--- src/rtl/controlador_pkg.sv ---
// Gate controller shared types: FSM state encoding and registered output bundle.
// Used by controlador_param and its testbench-facing top.
package controlador_pkg;

  typedef enum logic [1:0] {
    IDLE       = 2'd0,
    ESPERA_PIN = 2'd1,
    ABIERTO    = 2'd2,
    BLOQUEO    = 2'd3
  } estado_t;

  typedef struct packed {
    logic cerrado;
    logic abierto;
    logic alarma;
    logic bloqueo;
    logic timeout;
  } salidas_t;

  // Moore decode of the flag outputs for the state being entered.
  function automatic salidas_t flags(
    input estado_t s,
    input logic    al_pin,
    input logic    to
  );
    salidas_t o;
    o.cerrado = (s != ABIERTO);
    o.abierto = (s == ABIERTO);
    o.bloqueo = (s == BLOQUEO);
    o.alarma  = (s == BLOQUEO) ||
                ((s == ESPERA_PIN) && al_pin);
    o.timeout = to;
    return o;
  endfunction

endpackage

--- src/rtl/contador_espera.sv ---
// PIN wait timer: counts enabled cycles, flags the cycle that reaches T_ESPERA.
// Saturates so a held alarm cannot wrap it into a spurious expiry.
module contador_espera #(
  parameter int T_ESPERA = 16
) (
  input  logic Clk,
  input  logic Reset,
  input  logic clr,
  input  logic en,
  output logic expired
);

  localparam int CW = $clog2(T_ESPERA + 1);
  localparam logic [CW-1:0] LAST = CW'(T_ESPERA - 1);

  logic [CW-1:0] cnt;

  always_ff @(posedge Clk) begin
    if (Reset || clr) begin
      cnt <= '0;
    end else if (en && (cnt != LAST)) begin
      cnt <= cnt + 1'b1;
    end
  end

  assign expired = en && (cnt == LAST);

endmodule

--- src/rtl/controlador_param.sv ---
// Parameterised PIN-gate controller with wrong-PIN alarm, wait timeout
// and tailgating lock. All outputs are registered.
module controlador_param
  import controlador_pkg::*;
#(
  parameter int               PIN_W        = 8,
  parameter logic [PIN_W-1:0] PIN_OK       = 8'h35,
  parameter int               MAX_INTENTOS = 3,
  parameter int               T_ESPERA     = 16
) (
  input  logic                                Clk,
  input  logic                                Reset,
  input  logic [PIN_W-1:0]                    Pin,
  input  logic                                enterPin,
  input  logic                                Vehiculo,
  input  logic                                Termino,
  output logic                                Cerrado,
  output logic                                Abierto,
  output logic                                Alarma,
  output logic                                Bloqueo,
  output logic [$clog2(MAX_INTENTOS+1)-1:0]   Intentos,
  output logic                                Timeout
);

  localparam int IW = $clog2(MAX_INTENTOS + 1);
  localparam logic [IW-1:0] MAX_I = IW'(MAX_INTENTOS);

  estado_t       state;
  estado_t       nxt;
  logic [IW-1:0] intentos;
  logic [IW-1:0] nx_int;
  logic          nx_to;
  salidas_t      sal;
  salidas_t      nx_sal;
  logic          pin_ok;
  logic          clr;
  logic          en;
  logic          expired;
  logic          en_alarma;

  assign pin_ok    = (Pin == PIN_OK);
  assign en_alarma = (intentos == MAX_I);

  // Timer only runs while waiting; any PIN entry restarts it.
  assign clr = (state != ESPERA_PIN) || enterPin;
  assign en  = (state == ESPERA_PIN) && !enterPin;

  contador_espera #(
    .T_ESPERA (T_ESPERA)
  ) u_timer (
    .Clk     (Clk),
    .Reset   (Reset),
    .clr     (clr),
    .en      (en),
    .expired (expired)
  );

  always_comb begin
    nxt    = state;
    nx_int = intentos;
    nx_to  = 1'b0;
    unique case (state)
      IDLE: begin
        if (Vehiculo) begin
          nxt    = ESPERA_PIN;
          nx_int = '0;
        end
      end
      ESPERA_PIN: begin
        if (enterPin) begin
          if (pin_ok) begin
            nxt    = ABIERTO;
            nx_int = '0;
          end else if (!en_alarma) begin
            nx_int = intentos + 1'b1;
          end
        end else if (expired && !en_alarma) begin
          nxt    = IDLE;
          nx_int = '0;
          nx_to  = 1'b1;
        end
      end
      ABIERTO: begin
        if (Termino) begin
          nxt = Vehiculo ? BLOQUEO : IDLE;
        end
      end
      BLOQUEO: begin
        if (enterPin && pin_ok) begin
          nxt    = IDLE;
          nx_int = '0;
        end
      end
      default: nxt = IDLE;
    endcase
    nx_sal = flags(nxt, nx_int == MAX_I, nx_to);
  end

  always_ff @(posedge Clk) begin
    if (Reset) begin
      state    <= IDLE;
      intentos <= '0;
      sal      <= flags(IDLE, 1'b0, 1'b0);
    end else begin
      state    <= nxt;
      intentos <= nx_int;
      sal      <= nx_sal;
    end
  end

  assign Cerrado  = sal.cerrado;
  assign Abierto  = sal.abierto;
  assign Alarma   = sal.alarma;
  assign Bloqueo  = sal.bloqueo;
  assign Timeout  = sal.timeout;
  assign Intentos = intentos;

endmodule

--- config.mk ---
export PLATFORM = sky130hd
export DESIGN_NAME = controlador_param
export DESIGN_NICKNAME = d
export VERILOG_FILES = /design/src/rtl/controlador_pkg.sv /design/src/rtl/contador_espera.sv /design/src/rtl/controlador_param.sv
export SDC_FILE = /design/constraint.sdc
export NUM_CORES = 1
export LEC_CHECK = 0
export CORE_MARGIN = 1
export CORE_UTILIZATION = 36
export CTS_CLUSTER_DIAMETER = 100
export DETAILED_ROUTE_END_ITERATION = 6
export PLACE_DENSITY_LB_ADDON = 0.1
export REMOVE_ABC_BUFFERS = 1
export SYNTH_ARGS = -nofsm -noshare
export SYNTH_HDL_FRONTEND = slang
export SYNTH_SLANG_ARGS = --single-unit
--- constraint.sdc ---
create_clock -name Clk -period 2.3 [get_ports Clk]
set_input_delay 0.46 -clock Clk [delete_from_list [all_inputs] [get_ports Clk]]
set_output_delay 0.46 -clock Clk [all_outputs]
set_load 0.05 [all_outputs]
==> results.py <==
metrics = {
    "sta": {
        "setup_viol": 0,
        "finalMaxSlewViolations": 0,
        "max_slew.worst_pin.slew_ps": 492,
        "period_share": 0.922,
        "hold_violations": 0,
        "skew_ps": 4.70,
        "maxClockFrequency_ghz": 0.472,
        "maxSlewHeadroom": 0.671,
        "fin_tns_setup_ps": 0,
        "finalCriticalPeriod_ps": 2120,
        "rsz0062_at_grt": "no",
    },
    "setup_path": {
        "end_kind": "flop",
        "crit_slowest_cell": "a2111oi_2",
        "cp_data_arrival_time_ps": 2330,
        "critPathRequiredTime_ps": 2510,
        "crit_path_max_incr_delay_ps": 370,
        "rrSetupSlack_ps": 180,
        "cp_cell_sequence": "ha_1 -> and3_1 -> ha_1 -> nand3b_1 -> a21oi_1 -> a2111oi_2 -> o22ai_1 -> a211oi_2",
        "path_max_fanout": 9,
        "cp_common_cell": "ha_1",
        "critPathKind": "flop to flop",
        "start_kind": "flop",
    },
    "power": {
        "p_leak_uw": 0.000353,
        "clockPowerShare": 0.359,
        "irDropWorstVdd_uv": 312,
        "p_sw_uw": 116,
        "p_seq_frac": 0.509,
        "swShare": 0.236,
        "power_frac_comb": 0.133,
        "powerDensity_nw_per_um2": 494,
        "power.total_uw": 492,
        "p_int_uw": 376,
    },
    "clock_network": {
        "cts_num_sinks": 14,
        "holdBufCountCts": 0,
        "path_clk_slew_ps": 80,
        "post-cts-setup-buffers": 0,
        "root_buffer": "clkbuf_4",
        "cts.repair.resized": 0,
        "h-tree-depth": 1,
        "cts_made_buffers": 3,
        "clock_path_buffers": 2,
        "cts_tree": "done",
        "insertion_delay_ps": 290,
    },
    "floorplanning": {
        "start_util": 0.380,
        "dieArea_um2": 2230,
        "die_height_um": 47.2,
        "core_um2": 1940,
        "chipWidth_um": 47.2,
        "rows": 16,
        "ios": 20,
    },
    "global_routing": {
        "grt_pass1_vias": 511,
        "grt_usage": 0.148,
        "antenna_found_initial": 0,
        "grt-ovfl-total": 0,
        "grt_max_degree": 10,
        "grt_pass1_wl_um": 2190,
    },
    "routing": {
        "remaining_drc_errors": 0,
        "ant_nets": 0,
        "dr.first_iter.drc_count": 6,
        "vias": 597,
        "wl_per_cell_um": 11.2,
        "vias_per_cell": 4.85,
        "drt-total-wl_um": 1380,
        "dr.pass1.iters": 3,
    },
    "status": {
        "status": "finished clean",
    },
    "cells_and_area": {
        "fillerInstances": 185,
        "areaGrowthSynthToFinish_pct": 35.1,
        "fin_cells": 123,
        "final_common_cell": "clkdlybuf4s50_1",
        "utilization": 0.513,
        "antenna_cells": 0,
        "drive_gt1_frac": 0.167,
        "fin_nets": 112,
        "final_cell_mix": "clkdlybuf4s50_1, nor2_1, dfxtp_1",
    },
    "yosys": {
        "ys_types": 36,
        "muxShareOfSynthArea": 0.0136,
        "avgSynthCellArea_um2": 9.96,
        "ys.warnings.count": 0,
        "synth.area.top_cells": "dfxtp_1, nor2_1, a2111oi_4",
        "yosys.area.top_type": "dfxtp_1",
        "async_flop_share": 0,
        "synth_flop_cell": "dfxtp_1",
        "synth_top_area_share": 0.380,
        "synth_area_um2": 737,
        "ys_seq_area_frac": 0.380,
        "synth-simple-area-share": 0.328,
        "ys_ff_latch": 14,
        "synth-compound-area-share": 0.175,
        "synth-xor-area-share": 0.0475,
        "syn_inst": 74,
        "synth-adder-area-share": 0.0340,
        "synth-edff-count": 0,
        "synth_top_family_by_area": "simple AND/OR/NAND/NOR gates",
    },
    "placed_design": {
        "dp_hpwl_um": 1060,
        "port_buffers": 19,
        "gp_congestion": 0.754,
        "placed_cells": 119,
    },
    "job": {
        "max_cap_violations": 0,
    },
    "min_path": {
        "min_path_type": "flop to flop",
    },
}
-- kinds of logic (layout without fill, tap and decap cells) --
kind of cell,Yosys count,count (layout)
xor gates and xnor gates,4,4
muxes,1,1
buffers and inverters,4,26
DFF,14,14
and+or+nand+nor,36,36
AOI/OAI and AO/OA,13,13
adders and majority gates,2,2
-- power groups by stage --
stage / logic [µW] / clock network (µW) / registers, µW
6_report: 65.3 / 177 / 250
5_1_grt: 70.4 / 195 / 251
4_1_cts: 65.5 / 185 / 251
3_5_place_dp: 65.4 / 0 / 256
3_3_place_gp: 64.4 / 0 / 257
2_1_floorplan: 27.4 / 0 / 259
-- synth_stat cells (all sizes together), types with 2 or more instances --
cell type / n
nand4b: 3
or2b: 2
ha: 2
a2111oi: 2
xor2: 2
xnor2: 2
nor4: 2
a21oi: 3
a211oi: 2
nor2: 17
inv: 2
nor3b: 2
nand3b: 2
dfxtp: 14
-- worst paths after layout --
| path | from | end | cells after the start |
|---|---|---|---|
| worst max-delay path | u_timer.cnt[0] | Alarma | 8 |
| worst min register to register | u_timer.cnt[4] | u_timer.cnt[4] | 2 |
| worst min-delay path | u_timer.cnt[4] | u_timer.cnt[4] | 2 |
| worst max register to register | u_timer.cnt[0] | Alarma | 8 |
-- cell type report --
class | instances | area, µm² | share of cell area
inverters | 2 | 7.51 | 0.00754
flip-flops and latches | 14 | 280 | 0.281
well taps | 27 | 33.8 | 0.0339
clock buffers | 4 | 36.3 | 0.0364
repair buffers | 20 | 198 | 0.198
multi-input cells | 56 | 440 | 0.442
-- flip-flops by register name (all words and copies together), names as in the netlist --
name / flops
Abierto: 1
Alarma: 1
Bloqueo: 1
Cerrado: 1
Intentos: 2
Timeout: 1
state: 2
u_timer.cnt: 5
-- layer usage --
metal | routed length [µm] | share of wire | up-vias | track usage
li1 | - | - | 311 | -
met1 | 657 | 0.48 | 265 | 0.182
met2 | 616 | 0.45 | 18 | 0.219
met3 | 84 | 0.061 | 3 | 0.0692
met4 | 17 | 0.012 | 0 | 0.0686
met5 | 0 | 0 | - | 0
-- per-stage QoR --
stage                     instance area (µm²)  hold slack (ps)  worst slack [ps]
final                                     996              505               180
after global routing                      996              549              19.6
after CTS                                 996              500               126
after detailed placement                  960              479               133
after global placement                    960              478               162
after floorplan                           728              454               347
-- worst max-delay path, delay by kind of cell, from the launching register on --
| kind | cells | cell delay (ps) |
|---|---|---|
| flops | 1 | 340 |
| compound gates | 4 | 870 |
| fa+ha+maj | 2 | 500 |
| simple gates | 2 | 330 |
Note: power is estimated with default switching activity, not from simulation.
